`src/rtl/shift_req_sequencer_pkg.sv`:
```
// shift_pkg: shared types and constants for the shift request sequencer.
// Contents: op encodings, FSM state enum, datapath widths, EXEC1 lr helper.
// No ports (package only).
package shift_pkg;

  localparam int DW      = 16;
  localparam int SHAMT_W = 4;

  // Op encoding doubles as the shifter lr code for the three native shifts.
  typedef enum logic [1:0] {
    OP_ROR = 2'b00,
    OP_LSL = 2'b01,
    OP_LSR = 2'b10,
    OP_ASR = 2'b11
  } op_t;

  typedef enum logic [1:0] {
    S_IDLE  = 2'b00,
    S_EXEC1 = 2'b01,
    S_EXEC2 = 2'b10,
    S_RESP  = 2'b11
  } state_t;

  // lr code for the first pass. A rotate starts with a logical right shift
  // (the left-shifted half is OR-ed in by the second pass). Without rotate
  // support the shifter is left idle (lr 00) for op 00.
  function automatic logic [1:0] exec1_lr(input op_t op, input bit ror_en);
    logic [1:0] lr;
    lr = 2'(op);
    if (op == OP_ROR) begin
      lr = ror_en ? 2'(OP_LSR) : 2'b00;
    end
    return lr;
  endfunction

endpackage

```
`src/rtl/shift_req_sequencer_rr_arb2.sv`:
```
// rr_arb2: two-way arbiter producing a one-hot grant (round-robin or fixed priority).
// Ports: clk, rst_n, valid[1:0] requests, advance (grant consumed this cycle), grant[1:0].
// Grant is combinational from valid and the pointer; pointer updates on advance.
module rr_arb2 #(
  parameter int FIXED_PRIO = 0
) (
  input  logic       clk,
  input  logic       rst_n,
  input  logic [1:0] valid,
  input  logic       advance,
  output logic [1:0] grant
);

  // ptr = index favoured when both requesters are valid
  logic ptr;

  always_comb begin
    grant = valid;
    if (valid == 2'b11) begin
      grant = ptr ? 2'b10 : 2'b01;
    end
  end

  // After a grant the pointer moves to the requester that lost, so a
  // persistent requester cannot be starved. Fixed priority pins it to req0.
  always_ff @(posedge clk or negedge rst_n) begin
    if (!rst_n) begin
      ptr <= 1'b0;
    end else if (advance) begin
      ptr <= (FIXED_PRIO == 0) ? grant[0] : 1'b0;
    end
  end

endmodule

```
`src/rtl/shift_req_sequencer.sv`:
```
// shift_req_sequencer: arbitrates two requesters onto one shared combinational
// barrel shifter, runs one or two shifter passes, returns a tagged result.
// Ports: reqN_valid/ready/data/shamt/op (N=0,1) request side; rsp_valid/ready/
//   data/id/err response side; shf_a/sel/lr out to shifter, shf_b back from it.
// Macro SHIFT_SEQ_ROR_EN: op 00 performs rotate-right (two passes when shamt!=0);
//   undefined, op 00 bypasses the shifter and answers with the operand and err=1.
module shift_req_sequencer
  import shift_pkg::*;
#(
  parameter int FIXED_PRIO = 0
) (
  input  logic               clk,
  input  logic               rst_n,
  input  logic               req0_valid,
  output logic               req0_ready,
  input  logic [DW-1:0]      req0_data,
  input  logic [SHAMT_W-1:0] req0_shamt,
  input  logic [1:0]         req0_op,
  input  logic               req1_valid,
  output logic               req1_ready,
  input  logic [DW-1:0]      req1_data,
  input  logic [SHAMT_W-1:0] req1_shamt,
  input  logic [1:0]         req1_op,
  output logic               rsp_valid,
  input  logic               rsp_ready,
  output logic [DW-1:0]      rsp_data,
  output logic               rsp_id,
  output logic               rsp_err,
  output logic [DW-1:0]      shf_a,
  output logic [SHAMT_W-1:0] shf_sel,
  output logic [1:0]         shf_lr,
  input  logic [DW-1:0]      shf_b
);

`ifdef SHIFT_SEQ_ROR_EN
  localparam bit ROR_EN = 1'b1;
`else
  localparam bit ROR_EN = 1'b0;
`endif

  state_t             state, state_nxt;
  logic [1:0]         grant;
  logic               accept;
  logic [DW-1:0]      op_data;
  logic [SHAMT_W-1:0] op_shamt;
  op_t                op_op;
  logic               op_id;
  logic [DW-1:0]      result;
  logic               err;
  logic               bypass;
  logic               two_pass;

  assign accept   = (state == S_IDLE) && (grant != 2'b00);
  assign bypass   = (op_op == OP_ROR) && !ROR_EN;
  assign two_pass = ROR_EN && (op_op == OP_ROR) && (op_shamt != '0);

  rr_arb2 #(
    .FIXED_PRIO(FIXED_PRIO)
  ) u_arb (
    .clk    (clk),
    .rst_n  (rst_n),
    .valid  ({req1_valid, req0_valid}),
    .advance(accept),
    .grant  (grant)
  );

  // FSM state register
  always_ff @(posedge clk or negedge rst_n) begin
    if (!rst_n) begin
      state <= S_IDLE;
    end else begin
      state <= state_nxt;
    end
  end

  // FSM next state
  always_comb begin
    state_nxt = state;
    case (state)
      S_IDLE:  if (accept) state_nxt = S_EXEC1;
      S_EXEC1: state_nxt = two_pass ? S_EXEC2 : S_RESP;
      S_EXEC2: state_nxt = S_RESP;
      S_RESP:  if (rsp_ready) state_nxt = S_IDLE;
      default: state_nxt = S_IDLE;
    endcase
  end

  // FSM outputs: shifter drive comes only from latched operands, never from
  // the request inputs, so there is no combinational req->shf path.
  always_comb begin
    req0_ready = 1'b0;
    req1_ready = 1'b0;
    rsp_valid  = 1'b0;
    shf_a      = '0;
    shf_sel    = '0;
    shf_lr     = 2'b00;
    case (state)
      S_IDLE: begin
        req0_ready = grant[0];
        req1_ready = grant[1];
      end
      S_EXEC1: begin
        shf_a   = op_data;
        shf_sel = op_shamt;
        shf_lr  = exec1_lr(op_op, ROR_EN);
      end
      S_EXEC2: begin
        // left shift by 16-shamt; 4-bit wrap is exact since shamt != 0 here
        shf_a   = op_data;
        shf_sel = SHAMT_W'(0) - op_shamt;
        shf_lr  = 2'(OP_LSL);
      end
      S_RESP: rsp_valid = 1'b1;
      default: ;
    endcase
  end

  // Operand latch and result capture
  always_ff @(posedge clk or negedge rst_n) begin
    if (!rst_n) begin
      op_data  <= '0;
      op_shamt <= '0;
      op_op    <= OP_ROR;
      op_id    <= 1'b0;
      result   <= '0;
      err      <= 1'b0;
    end else begin
      if (accept) begin
        op_id    <= grant[1];
        op_data  <= grant[1] ? req1_data  : req0_data;
        op_shamt <= grant[1] ? req1_shamt : req0_shamt;
        op_op    <= op_t'(grant[1] ? req1_op : req0_op);
      end
      if (state == S_EXEC1) begin
        result <= bypass ? op_data : shf_b;
        err    <= bypass;
      end
      if (state == S_EXEC2) begin
        result <= result | shf_b;
      end
    end
  end

  assign rsp_data = result;
  assign rsp_id   = op_id;
  assign rsp_err  = err;

endmodule

```
`config.mk`:
```
export PLATFORM = sky130hd
export DESIGN_NAME = shift_req_sequencer
export DESIGN_NICKNAME = d
export VERILOG_FILES = /design/src/rtl/shift_req_sequencer_pkg.sv /design/src/rtl/shift_req_sequencer_rr_arb2.sv /design/src/rtl/shift_req_sequencer.sv
export SDC_FILE = /design/constraint.sdc
export NUM_CORES = 1
export LEC_CHECK = 0
export ABC_AREA = 0
export BUFFER_PORTS_ARGS = -buffer_cell sky130_fd_sc_hd__buf_4
export CORE_UTILIZATION = 45
export CTS_CLUSTER_DIAMETER = 30
export DETAILED_ROUTE_END_ITERATION = 8
export GPL_TIMING_DRIVEN = 0
export PLACE_DENSITY = 0.78
export SKIP_LAST_GASP = 1
export SYNTH_ARGS = -nofsm -noshare
export SYNTH_HDL_FRONTEND = slang
export SYNTH_SLANG_ARGS = --single-unit
```
`constraint.sdc`:
```
create_clock -name clk -period 2 [get_ports clk]
set_clock_uncertainty 0.1 [all_clocks]
set_input_delay 0.4 -clock clk [delete_from_list [all_inputs] [get_ports clk]]
set_output_delay 0.4 -clock clk [all_outputs]
set_load 0.02 [all_outputs]
```
**Word level (Yosys, flattened, before mapping)**

Index checks and enable logic that the tools add are counted.

- Mux-type cells: 18
- Shift-type cells: 0
- Bitwise operators: 1
- Magnitude comparators: 0
- Eq/ne operators: 6
- Add/subtract/negate cells: 1
- Divide/modulo/power cells: 0
- Multipliers: 0
- Reductions and logical operators: 7

Operators by type and width:

| kind | count |
|---|---|
| $mux 16 | 5 |
| $or 16x16->16 | 1 |
| $mux 2 | 6 |
| $pmux 4 s2 | 1 |
| $eq 2x2->1 const B | 3 |
| $pmux 2 s3 | 1 |
| $logic_not 2->1 | 2 |
| $mux 4 | 1 |
| $ne 2x2->1 const B | 2 |
| $pmux 2 s2 | 1 |
| $reduce_bool 2->1 | 2 |
| $sub 1x4->4 const A | 1 |
| $mux 1 | 3 |
| $eq 2x1->1 const B | 1 |
| $reduce_and 2->1 | 1 |
| $reduce_or 2->1 | 1 |
| $logic_and 1x1->1 | 1 |

- Flip-flop bits (word level): 43
- Bits in read-only memories: 0
- Memories: 0
- Bits of input ports: 65
- Latch bits: 0
- Logic and storage cells: 41
- Output and inout bits: 43
- Bits in writable memories: 0

**Longest topological paths before layout**

- Word-level depth: 6
- Mapped depth: 6

**By module**

A second synthesis with hierarchy kept.

- Cells, all modules: 266
- Area total of the unflattened synthesis: 2442.3 um2

Modules (own cells, without submodules):

| module | cells an instance | sequential area each (um2) | times used | area each (um2) |
|---|---|---|---|---|
| shift_req_sequencer | 261 | 1051.0 | 1 | 2379.8 |
| rr_arb2 | 5 | 25.0 | 1 | 62.6 |

**Least setup slack after synthesis**

Ideal clock, no wire load.

- Path kind: reg2out
- From: register state[0]
- To: output port shf_sel[1]
- Data required time: 1.500 ns
- Cell stages (with the launch flop): 5
- Path buffers: 1
- Setup slack: 0.095 ns
- Data arrival time: 1.405 ns
- Cell sequence: dfrtp_1 > inv_1 > ha_1 > clkbuf_1 > nor2b_1

- Cells in the longest elaborated chain, start to end: 2
- Elaborated cells on any way between the ends: 3

Ends and longest elaborated chain:

| item | RTL line | source |
|---|---|---|
| from (decl) | shift_req_sequencer.sv:41 | `state_t state, state_nxt;` |
| from (signal assigned) | shift_req_sequencer.sv:72 | `state <= state_nxt;` |
| $eq 2x2->1 / $eq 2x1->1 (equally long branches) | shift_req_sequencer.sv:97 | `case (state)` |
| $pmux 4 s2 (*) | shift_req_sequencer.sv:97 |  |
| to (decl) | shift_req_sequencer.sv:30 | `output logic [SHAMT_W-1:0] shf_sel,` |

Every way passes the cells marked *; elsewhere a longest branch is shown, timed or not.

**Final worst setup path**

- From: register state[1]
- To: output port shf_sel[3]

Same word-level chain as after synthesis.

==> results.toml <==
[global_route]
gr-total-overflow = 0
grt_max_degree = 44
grtUsageTotal = 0.265
grt_pass1_vias = 2512
grt_pass1_wl_um = 12300
antenna_found_initial = 0

[critical_path]
arrival_ns = 1.64
cp_max_fo = 6
start_kind = "flop"
criticalPathCategory = "flop to output pin"
end_kind = "output pin"
crit_required_ns = 1.50

[route]
wl_um = 7460
drt_iter0_drc = 160
ant_nets = 0
wl_per_cell_um = 15.3
num_vias = 2636
drc = 0
drt_pre_antenna_iters = 4
vias_per_cell = 5.42

[logic_synthesis]
ys_seq_area_frac = 0.437
synth_common_cells = "dfrtp_1, a21oi_1, a31oi_1, nand2_1, o21ai_0"
synthesis.area_um2 = 2460
yosysMostFrequentCell = "dfrtp_1"
ys_ff_latch = 43
synth_nets = 362
ys.flop_type = "dfrtp_1"
yosysWarnings = 0
synth_edf_count = 0
yosysTopAreaCell = "dfrtp_1"
synth_cell_types = 34
synth.avg_cell_area_um2 = 8.44
ys_async_sr_fraction = 1.00
synth.area.top_cells = "dfrtp_1, a31oi_1, a21oi_1"
synth_top_area_frac = 0.437
synthCells = 292

[pwr]
clock_power_share = 0.091
switching_share = 0.446
seqPwrFrac = 0.246
ir_worst_vdd_mv = 0.822
switching_power_mw = 3.05
internal_power_mw = 3.79
leakagePower_nw = 1.71
combPwrFrac = 0.662
p_per_area_nw_per_um2 = 1870

[timing]
finalCritPeriodShare = 1.07
rsz0062_at_grt = "true"
hold_viol_final = 35
fmax_mhz = 466
fin_setup_tns_ns = -1.81
period_minus_slack_ns = 2.14
whs_ns = -0.0143
slew_violations = 0
setup_viol = 22
tightest_slew_ns = 0.545
worst_slack_ns = -0.144
slew-limit-headroom = 0.636

[placed_design]
dp_slack_ns = -0.0968
hpwl_um = 5390
gp_congestion = 0.791
port_buffers = 106
numPlacedInstances = 468

[die]
io_pins = 108
die_area_um2 = 5770
start_util = 0.473
die_x_um = 76.0
die-height_um = 76.0
row_count = 26
fp.coreArea_um2 = 5200

[finish]
nets = 485
area_growth_pct = 48.3
diodes = 0
fillers = 439
drive_above_1_share = 0.392
final_cells = 486

[clock_network]
cts.htree.levels = 2
numCtsBuffers = 5
path_clk_slew_ns = 0.09
clk-insertion-delay-late_ns = 0.30
cts_num_sinks = 43
cts_root_buffer = "clkbuf_8"
cts_buffer_depth = 2
cts_tree = "yes"

[status]
violations = "hold timing, setup timing"
status = "complete, but fails checks"

[worst_hold_path]
hp-class = "input port to async pin"

[job]
cap_violations = 0
[cell type report]
cell class | count | area [um^2] | area share
multi-input cells | 219 | 1300 | 0.356
flip-flops and latches | 43 | 1080 | 0.295
repair buffers | 116 | 916 | 0.251
plain buffers | 24 | 148 | 0.0404
clock buffers | 7 | 96.3 | 0.0264
well taps | 70 | 87.6 | 0.0240
inverters | 6 | 22.5 | 0.00616
clock inverters | 1 | 7.51 | 0.00205
[path summary, 6_finish.rpt]
kind,depth (start not counted),end,slack [ns],startpoint
max reg2reg,7,rsp_data[6],0.21,state[1]
max,6,shf_sel[3],-0.14,state[1]
min,1,u_arb.ptr,-0.01,rst_n
min reg2reg,1,rsp_id,0.40,rsp_id
max in group asynchronous,1,rsp_data[15],1.44,rst_n
min in group clk,3,op_data[10],0.25,req0_data[10]
[critical path, stage by stage, from the launching register on]
cell	delay, ns
dfrtp_1	0.41
inv_2	0.07
ha_4	0.29
nand2_1	0.05
or3_1	0.32
nand3_2	0.08
buf_6	0.12
[metrics by stage]
step	area, um^2	power, mW	util
finish	3650	6.85	0.702
global route	3650	7.28	0.702
CTS	3580	6.46	0.687
detailed placement	3350	5.56	0.643
global placement	3350	5.48	0.643
floorplan	2460	4.06	-
[power groups by stage]
stage	Combinational (mW)	Clock [mW]	Sequential, mW
floorplan	2.26	0	1.80
global placement	3.81	0	1.66
detailed placement	3.88	0	1.68
CTS	4.17	0.623	1.66
global route	4.88	0.657	1.74
finish	4.53	0.626	1.69
[metal layers]
metal / vias up / global-route usage / share of wire
met5: - / 0 / 0
met1: 1252 / 0.356 / 0.44
met3: 8 / 0.0491 / 0.061
met4: 0 / 0.0615 / 0.011
met2: 101 / 0.445 / 0.49
li1: 1275 / - / -
[repair_timing]
action	CTS	global route
resized for setup	21	19
hold buffers	0	0
cloned	0	1
pin swaps	3	0
buffers inserted	7	2
setup endpoints to repair	23	22
[sequential cells by signal, summed over array words and instances (netlist names)]
register and flops:
op_data 16, rsp_data 16, op_shamt 4, op_op 2
state 2, rsp_err 1, rsp_id 1, u_arb.ptr 1
[cells in the final DEF (no fill, tap or decap), drive strengths merged, types with 4 or more instances in the layout]
master / n
a21oi: 39
a22oi: 4
a31oi: 37
and2: 16
buf: 132
clkbuf: 15
dfrtp: 43
ha: 5
inv: 6
nand2: 32
nand2b: 12
nor2: 21
nor2b: 5
o21ai: 25
or2b: 4
[logic make-up after synthesis]
logic type	synth area share
xor+xnor	0.00356
fa+ha+maj	0.0254
compound gates	0.259
flops	0.437
mux	0.00914
buf+inv	0.0589
simple gates	0.208
No activity file was read; power rests on OpenSTA's default activity.
